**config.mk**
```make
export PLATFORM = sky130hd
export DESIGN_NAME = keypad_scanner_flat
export DESIGN_NICKNAME = d
export VERILOG_FILES = /design/src/rtl/keypad_scanner_if.sv /design/src/rtl/keypad_scanner.sv /design/src/flat_wrapper.sv
export SDC_FILE = /design/constraint.sdc
export NUM_CORES = 1
export LEC_CHECK = 0
export CAP_MARGIN = 20
export CELL_PAD_IN_SITES_DETAIL_PLACEMENT = 1
export CELL_PAD_IN_SITES_GLOBAL_PLACEMENT = 2
export CORE_MARGIN = 4
export CORE_UTILIZATION = 38
export DETAILED_ROUTE_END_ITERATION = 6
export PLACE_DENSITY = 0.86
export SLEW_MARGIN = 20
export SYNTH_ARGS = -nofsm -noshare
export SYNTH_HDL_FRONTEND = slang
export SYNTH_SLANG_ARGS = --single-unit
```
**constraint.sdc**
```tcl
create_clock -name clk -period 4.2 [get_ports clk]
set_input_delay 0.84 -clock clk [delete_from_list [all_inputs] [get_ports clk]]
set_output_delay 0.84 -clock clk [all_outputs]
set_load 0.05 [all_outputs]
```
**src/rtl/keypad_scanner_if.sv**
```systemverilog
// Key interface between the keypad scanner and the calculator FSM.
// readKey is held high while a debounced key is down; pressedkey holds its code.
interface keypad_scanner_if;
  logic       readKey;
  logic [3:0] pressedkey;

  modport master (output readKey, output pressedkey);
  modport slave  (input  readKey, input  pressedkey);
endinterface

```
**src/rtl/keypad_scanner.sv**
```systemverilog
// 4x4 active-low keypad scanner with per-tick debounce.
// Encodes a held key into the calculator key code and holds readKey while down.
module keypad_scanner #(
  parameter int SCAN_DIV     = 1000,
  parameter int DEBOUNCE_CNT = 8
) (
  input  logic             clk,
  input  logic             reset,
  input  logic [3:0]       row_in,
  output logic [3:0]       col_out,
  keypad_scanner_if.master key
);

  localparam int DW = $clog2(SCAN_DIV);
  localparam int CW = $clog2(DEBOUNCE_CNT + 1);

  typedef enum logic [2:0] {
    SCAN,
    DEBOUNCE,
    ASSERT,
    PRESSED,
    HOLDOFF
  } state_t;

  state_t          state, state_n;
  logic [3:0]      row_q1, row_s;
  logic [DW-1:0]   div_cnt;
  logic            tick;
  logic [1:0]      col_idx, col_n;
  logic [1:0]      key_row, key_row_n;
  logic [1:0]      key_col, key_col_n;
  logic [CW-1:0]   deb_cnt, deb_n, deb_inc;
  logic [CW-1:0]   rel_cnt, rel_n, rel_inc;
  logic            rk_q, rk_n;
  logic [3:0]      key_q, key_n;
  logic [1:0]      low_row;
  logic            any_low;
  logic            key_hit;

  function automatic logic [3:0] key_code(
    input logic [1:0] r,
    input logic [1:0] c
  );
    logic [3:0] k;
    case ({r, c})
      4'b00_00: k = 4'd1;
      4'b00_01: k = 4'd2;
      4'b00_10: k = 4'd3;
      4'b00_11: k = 4'd12;
      4'b01_00: k = 4'd4;
      4'b01_01: k = 4'd5;
      4'b01_10: k = 4'd6;
      4'b01_11: k = 4'd13;
      4'b10_00: k = 4'd7;
      4'b10_01: k = 4'd8;
      4'b10_10: k = 4'd9;
      4'b10_11: k = 4'd14;
      4'b11_00: k = 4'd11;
      4'b11_01: k = 4'd0;
      4'b11_10: k = 4'd10;
      default:  k = 4'd15;
    endcase
    return k;
  endfunction

  always_ff @(posedge clk) begin
    if (reset) begin
      row_q1 <= 4'b1111;
      row_s  <= 4'b1111;
    end else begin
      row_q1 <= row_in;
      row_s  <= row_q1;
    end
  end

  assign tick = (div_cnt == DW'(SCAN_DIV - 1));

  always_ff @(posedge clk) begin
    if (reset)     div_cnt <= '0;
    else if (tick) div_cnt <= '0;
    else           div_cnt <= div_cnt + 1'b1;
  end

  // Lowest-index low row wins when several rows of a column are down.
  always_comb begin
    low_row = 2'd3;
    if      (!row_s[0]) low_row = 2'd0;
    else if (!row_s[1]) low_row = 2'd1;
    else if (!row_s[2]) low_row = 2'd2;
  end

  assign any_low = ~&row_s;
  assign key_hit = ~row_s[key_row];
  assign deb_inc = (deb_cnt == CW'(DEBOUNCE_CNT)) ? deb_cnt : deb_cnt + 1'b1;
  assign rel_inc = (rel_cnt == CW'(DEBOUNCE_CNT)) ? rel_cnt : rel_cnt + 1'b1;

  always_comb begin
    state_n   = state;
    col_n     = col_idx;
    key_row_n = key_row;
    key_col_n = key_col;
    deb_n     = deb_cnt;
    rel_n     = rel_cnt;
    rk_n      = rk_q;
    key_n     = key_q;
    unique case (state)
      SCAN: if (tick) begin
        if (any_low) begin
          key_row_n = low_row;
          key_col_n = col_idx;
          deb_n     = '0;
          state_n   = DEBOUNCE;
        end else begin
          col_n = col_idx + 2'd1;
        end
      end
      DEBOUNCE: if (tick) begin
        if (key_hit) begin
          deb_n = deb_inc;
          if (deb_inc == CW'(DEBOUNCE_CNT)) begin
            key_n   = key_code(key_row, key_col);
            state_n = ASSERT;
          end
        end else begin
          col_n   = col_idx + 2'd1;
          state_n = SCAN;
        end
      end
      ASSERT: begin
        rk_n    = 1'b1;
        rel_n   = '0;
        state_n = PRESSED;
      end
      PRESSED: if (tick) begin
        rel_n = key_hit ? '0 : rel_inc;
        if (!key_hit && rel_inc == CW'(DEBOUNCE_CNT)) begin
          rk_n    = 1'b0;
          state_n = HOLDOFF;
        end
      end
      HOLDOFF: if (tick) begin
        col_n   = col_idx + 2'd1;
        state_n = SCAN;
      end
      default: state_n = SCAN;
    endcase
  end

  always_ff @(posedge clk) begin
    if (reset) begin
      state   <= SCAN;
      col_idx <= '0;
      key_row <= '0;
      key_col <= '0;
      deb_cnt <= '0;
      rel_cnt <= '0;
      rk_q    <= 1'b0;
      key_q   <= '0;
    end else begin
      state   <= state_n;
      col_idx <= col_n;
      key_row <= key_row_n;
      key_col <= key_col_n;
      deb_cnt <= deb_n;
      rel_cnt <= rel_n;
      rk_q    <= rk_n;
      key_q   <= key_n;
    end
  end

  assign col_out        = ~(4'b0001 << col_idx);
  assign key.readKey    = rk_q;
  assign key.pressedkey = key_q;

endmodule

```
**src/flat_wrapper.sv**
```systemverilog
// flat-port wrapper written by rule: the top's interface ports become plain ports
module keypad_scanner_flat 
#(
  parameter int SCAN_DIV     = 1000,
  parameter int DEBOUNCE_CNT = 8
)
  (clk, reset, row_in, col_out, key_readKey, key_pressedkey);
  keypad_scanner_if key_i ();
  input  logic clk;
  input  logic reset;
  input  logic [3:0] row_in;
  output logic [3:0] col_out;
  output wire logic [$bits(key_i.readKey)-1:0] key_readKey;
  output wire logic [$bits(key_i.pressedkey)-1:0] key_pressedkey;
  assign key_readKey = key_i.readKey;
  assign key_pressedkey = key_i.pressedkey;
  keypad_scanner #(.SCAN_DIV(SCAN_DIV), .DEBOUNCE_CNT(DEBOUNCE_CNT)) u_core (.clk(clk), .reset(reset), .row_in(row_in), .col_out(col_out), .key(key_i));
endmodule
```
# Yosys cells after proc, flatten, opt, wreduce, memory -nomap -nowiden
# Memories as Yosys holds them, arrays and structs flattened. A register that Yosys moved wholly into a read port is not among the register bits.
# Index checks and enable logic that the tools add are counted.
[totals]
reg_bits = 36
rom_bits = 64
input_bits = 6
output_inout_bits = 9
word_cells = 86
memories = 1
[classes]
n_addsub = 4
magnitude_cmp = 1
n_eq_ne = 19
shift = 1
mux = 33
bitwise = 3
n_reduce_logical = 14
[mem_list]
columns = ["name", "words", "width", "rd", "rd_clocked_by_memory_dff", "write_ports", "line_no", "text"]
rows = [
  ["(no name shown)", 16, 4, 1, 1, 0, "keypad_scanner.sv:45", "case ({r, c})"],
]
[op_table]
columns = ["cell", "count"]
rows = [
  ["4-bit 2-to-1 mux", 8],
  ["3-bit 2-to-1 mux", 8],
  ["4-bit equality test (second input constant)", 4],
  ["4-bit one-hot mux with 2 select lines", 2],
  ["3-bit one-hot mux with 5 select lines", 1],
  ["2-bit 2-to-1 mux", 7],
  ["2-bit by 1-bit != test with 1-bit output (second input constant)", 7],
  ["10-bit by 1-bit adder with 10-bit output (second input constant)", 1],
  ["10-bit equality test (second input constant)", 1],
  ["4-bit by 1-bit adder with 4-bit output (second input constant)", 2],
  ["4-bit AND reduction", 2],
  ["7-bit AND reduction", 1],
  ["3-bit by 2-bit equality test with 1-bit output (second input constant)", 2],
  ["2-bit one-hot mux with 3 select lines", 1],
  ["3-bit AND reduction", 2],
  ["6-bit AND reduction", 1],
  ["5-bit AND reduction", 1],
  ["1-bit 2-to-1 mux", 4],
  ["2-bit != test (second input constant)", 2],
  ["4-bit inverter", 1],
  ["2-bit nonzero test", 2],
  ["1-bit by 2-bit left shift with 4-bit output (first input constant)", 1],
  ["3-bit by 1-bit equality test with 1-bit output (second input constant)", 1],
  ["3-bit equality test (second input constant)", 1],
  ["11 further kinds", 12],
]

# Logic depth before layout (Yosys ltp)
[depth]
ltp_word = 7
mapped_depth = 8
mapped_depth_nobuf = 7

# Least setup slack after synthesis
# Ideal clock, no wire load.
[synth_timing]
path_type = "register to register"
start = "register u_core.key_row[0]"
end = "register u_core.key_q[2] (netlist: u_core.key.pressedkey[2])"
setup_time_ns = 0.067
arrival_time_ns = 2.024
required_time_ns = 4.133
setup_slack_ns = 2.108
stages_incl_launch_ff = 8
n_path_buf = 2
synth_period_minus_slack_ns = 2.092
path_cell_list = "dfxtp_1 > buf_6 > mux4_2 > nand4b_1 > or4_1 > buf_2 > a211o_1 > a21oi_2"
[synth_via]
elab_chain_len = 4
[synth_rtl]
columns = ["element", "line_no", "text"]
rows = [
  ["start: declaration", "keypad_scanner.sv:30", "logic [1:0] key_row, key_row_n;"],
  ["start signal: assignment", "keypad_scanner.sv:162", "key_row <= key_row_n;"],
  ["1-bit binary-select mux with 2-bit select", "keypad_scanner.sv:93", "assign key_hit = ~row_s[key_row];"],
  ["1-bit 2-to-1 mux (not written as such)", "keypad_scanner.sv:93", ""],
  ["1-bit inverter (no line)", "-", ""],
  ["4-bit AND reduction (no line)", "-", ""],
  ["end: declaration", "keypad_scanner.sv:35", "logic [3:0] key_q, key_n;"],
]
# Several ways; a longest one is shown, not always the timed one. The select of a mux whose other input is x is not followed.
# A chain may end at the register's enable or synchronous reset.

# Final worst setup path
[layout_timing]
start = "register u_core.col_idx[0]"
end = "output col_out[0]"
[layout_via]
elab_chain_len = 2
[layout_rtl]
columns = ["element", "line_no", "text"]
rows = [
  ["start: declaration", "keypad_scanner.sv:29", "logic [1:0] col_idx, col_n;"],
  ["start signal: assignment", "keypad_scanner.sv:161", "col_idx <= col_n;"],
  ["1-bit by 2-bit left shift with 4-bit output", "keypad_scanner.sv:171", "assign col_out = ~(4'b0001 << col_idx);"],
  ["4-bit inverter", "keypad_scanner.sv:171", ""],
  ["end: declaration", "flat_wrapper.sv:12", "output logic [3:0] col_out;"],
]
# Every way passes these cells.

==> summary.md <==
| Metric | Value |
|---|---|
| Req. time, crit path | `approximately 3400 ps` |
| Most frequent cell on the critical path | `inv_1` |
| DP HPWL | `about 3.3 mm` |
| Combinational power share | `0.032` |
| Clock share of power | `0.428` |
| Initial Util | `0.401` |
| Cts hold-fix bufs | `0` |
| Ant diodes | `0` |
| Crit path capture type | `output pin` |
| Hold crit path type | `flop to flop` |
| Fraction of registers with async set/reset | `0` |
| IO Pins | `15` |
| Area leader, netlist | `dfxtp_1` |
| Htree depth | `2` |
| CTS tree | `built` |
| WHS Endpoint | `u_core.row_s[2]` |
| Largest net degree at the start of global routing | `22` |
| Die width | `around 80 um` |
| Post-CTS Resized | `0` |
| P_sw | `between 100 and 150 uW` |
| Initial antenna violation count | `0` |
| Final hold vios | `0` |
| Startpoint types | `flop` |
| Slew Viols, Final | `0` |
| GPL Wtd Cong | `between 0.7 and 0.8` |
| Total Wirelength | `about 4.4 mm` |
| Dpl cell area | `between 2000 and 2500 um^2` |
| Via count | `between 1.5k and 2k` |
| Final period utilization | `0.642` |
| Critical path class | `flop to output pin` |
| Number of fill cells in the layout | `between 600 and 700` |
| Most common cell in the netlist | `dfxtp_1` |
| Ys flop type | `dfxtp_1` |
| Rows | `26` |
| Tightest Pin Transition | `~700 ps` |
| Share of layout cells above drive strength 1 | `0.0949` |
| Tmin final | `2700 ps` |
| ANT nets after route | `0` |
| PwrDens | `303 nW/um^2` |
| RSZ-0062 raised after global routing | `no` |
| I/O Buffers | `14` |
| Synthesized flop and latch total | `40` |
| Worst Hold Path Cells | `1` |
| Vias per cell | `around 5.3` |
| DR WL/cell | `around 14 um` |
| Clk slew on worst S/H paths | `approximately 80 ps` |
| Cts bufs inserted | `5` |
| Total grt overflow | `0` |
| Top cells by count, synth | `40 x dfxtp_1, 27 x nor2_1, 17 x inv_1` |
| Fmax | `between 300 and 400 MHz` |
| Postcts setup bufs | `0` |
| Total track usage | `0.154` |
| Worst setup slack after layout | `roughly 1500 ps` |
| Leakage | `0.844 nW` |
| Nets | `approximately 270` |
| Hold Startpoint | `u_core.row_q1[2]` |
| R2r endpoint | `u_core.deb_cnt[2]` |
| Total number of yosys warnings | `0` |
| CTS max path bufs | `2` |
| DRC | `0` |
| Post-synth cell types | `45` |
| Final Cell Area | `2380 um^2` |
| Vias in the first global route | `1,784` |
| Crit. Startpoint | `u_core.col_idx[0]` |
| Critical path cell sequence | `inv_1, ha_1, inv_1, clkdlybuf4s50_1` |
| Peak supply drop | `about 0.3 mV` |
| Drt first pass iters | `4` |
| Root Driver | `clkbuf_8` |
| Slowest cell on the critical path | `clkdlybuf4s50_1` |
| Core Area | `5200 um^2` |
| Seq/Total Area, Yosys | `0.383` |
| Worst-case reg-to-reg path depth | `5` |
| Crit path DAT | `about 1900 ps` |
| Relative slew margins | `0.534` |
| Synth area leaders | `dfxtp_1 38%, ha_1 7.8%, nor2_1 4.9%, mux2i_1 4.3%, a21oi_1 3.1%` |
| Crit-path max cell delay | `790 ps` |
| Crit path max fanout | `5` |
| Die footprint | `between 6000 and 7000 um^2` |
| Global-route wire length before repair | `just over 8 mm` |
| Setup Viol. Count Final | `0` |
| Number of synthesized flops with an enable pin | `0` |
| Total of max-cap violations | `0` |
| Internal | `572 uW` |
| Clk Latency, worst-skew pair | `around 290 ps` |
| Setup WS pre-CTS | `1630 ps` |
| Cells after Synth | `about 240` |
| Die H | `a little over 80 um` |
| Worst reg2reg path startpoint | `u_core.key_row[0]` |
| Synthesized Nets | `approximately 260` |
| Switch share | `0.206` |
| R2r setup slk | `between 1500 and 2000 ps` |
| Status | `finished clean` |
| Seq pwr share | `0.539` |
| Mean Syn Cell Area | `between 8 and 9 um^2` |
| Area growth, synth to finish | `13.8%` |
| Clk_skew | `roughly 12 ps` |
| CTS sink cnt | `40` |
| Post-synth top area share | `0.383` |
| DR iter-0 viols | `between 40 and 50` |
| Synth Cell Area | `~2100 um^2` |
| Setup total negative slack | `0 ps` |
## power groups by stage
stage	sequential, mW	clock, mW	combinational, mW
floorplan	0.396	0	0.0145
global placement	0.397	0	0.0229
detailed placement	0.397	0	0.0240
CTS	0.388	0.322	0.0240
global route	0.390	0.337	0.0269
finish	0.388	0.309	0.0233
## kinds of logic after synthesis
logic type,count (synthesis),synth area share
simple gates,95,0.240
buf+inv,29,0.0563
compound gates,43,0.135
flops,40,0.383
fa+ha+maj,13,0.0779
xor+xnor,10,0.0419
mux,12,0.0647
## sequential cells by signal, indices dropped and copies added (netlist names)
name / count
u_core.col_idx: 2
u_core.rel_cnt: 4
u_core.div_cnt: 10
u_core.row_q1: 4
u_core.key.readKey: 1
u_core.key.pressedkey: 4
u_core.row_s: 4
u_core.deb_cnt: 4
u_core.key_row: 2
u_core.state: 3
u_core.key_col: 2
## stage by stage
stage          utilization  total power, mW  hold WS, ps  cells
2_1_floorplan            -            0.410          389    242
3_3_place_gp         0.436            0.420          393    315
3_5_place_dp         0.436            0.421          397    315
4_1_cts              0.457            0.734          400    323
5_1_grt              0.457            0.754          426    323
6_report             0.457            0.720          401    323
## area by class of cell
cell class	instances	area (um^2)	share of cell area
well taps	70	87.6	0.0368
clock inverters	2	35.0	0.0147
inverters	17	63.8	0.0268
clock buffers	6	72.6	0.0305
repair buffers	15	148	0.0621
flip-flops and latches	40	801	0.337
multi-input cells	173	1170	0.492
## critical path, delay by kind of cell (launching register included)
family     cells  cell delay (ps)
flops          1              430
buf+inv        3              930
fa+ha+maj      1              200
## how the worst max path moves through the flow
stage	slack, ps	end	depth (start not counted)
2_1_floorplan	2110	u_core.key.pressedkey[2]	7
3_3_place_gp	1690	u_core.state[0]	4
3_5_place_dp	1630	u_core.state[0]	4
4_1_cts	1480	col_out[0]	4
5_1_grt	1380	col_out[2]	4
6_report	1500	col_out[0]	4
## per-layer routing
metal,track usage,up-vias,part of all wire
li1,-,861,-
met5,0,-,0
met3,0.0401,7,0.035
met2,0.253,23,0.46
met4,0.0498,0,0.012
met1,0.197,831,0.49
## layout by cell type, fill, tap and decap left out, types with 4 or more instances in the layout
master           netlist  final
o21ai_0                9      9
or3_1                  5      5
nor2_1                27     27
mux2i_1                9      9
or2_2                  9      9
xor2_1                 6      6
nand2_1               13     13
nand3_1               10     10
clkbuf_8               0      5
dfxtp_1               40     40
ha_1                  13     13
nor3_1                 6      6
a21oi_1               13     13
xnor2_1                4      4
inv_1                 17     17
clkdlybuf4s50_1        0     14
nand4_1                4      4
Power figures use the tool's default switching activity.
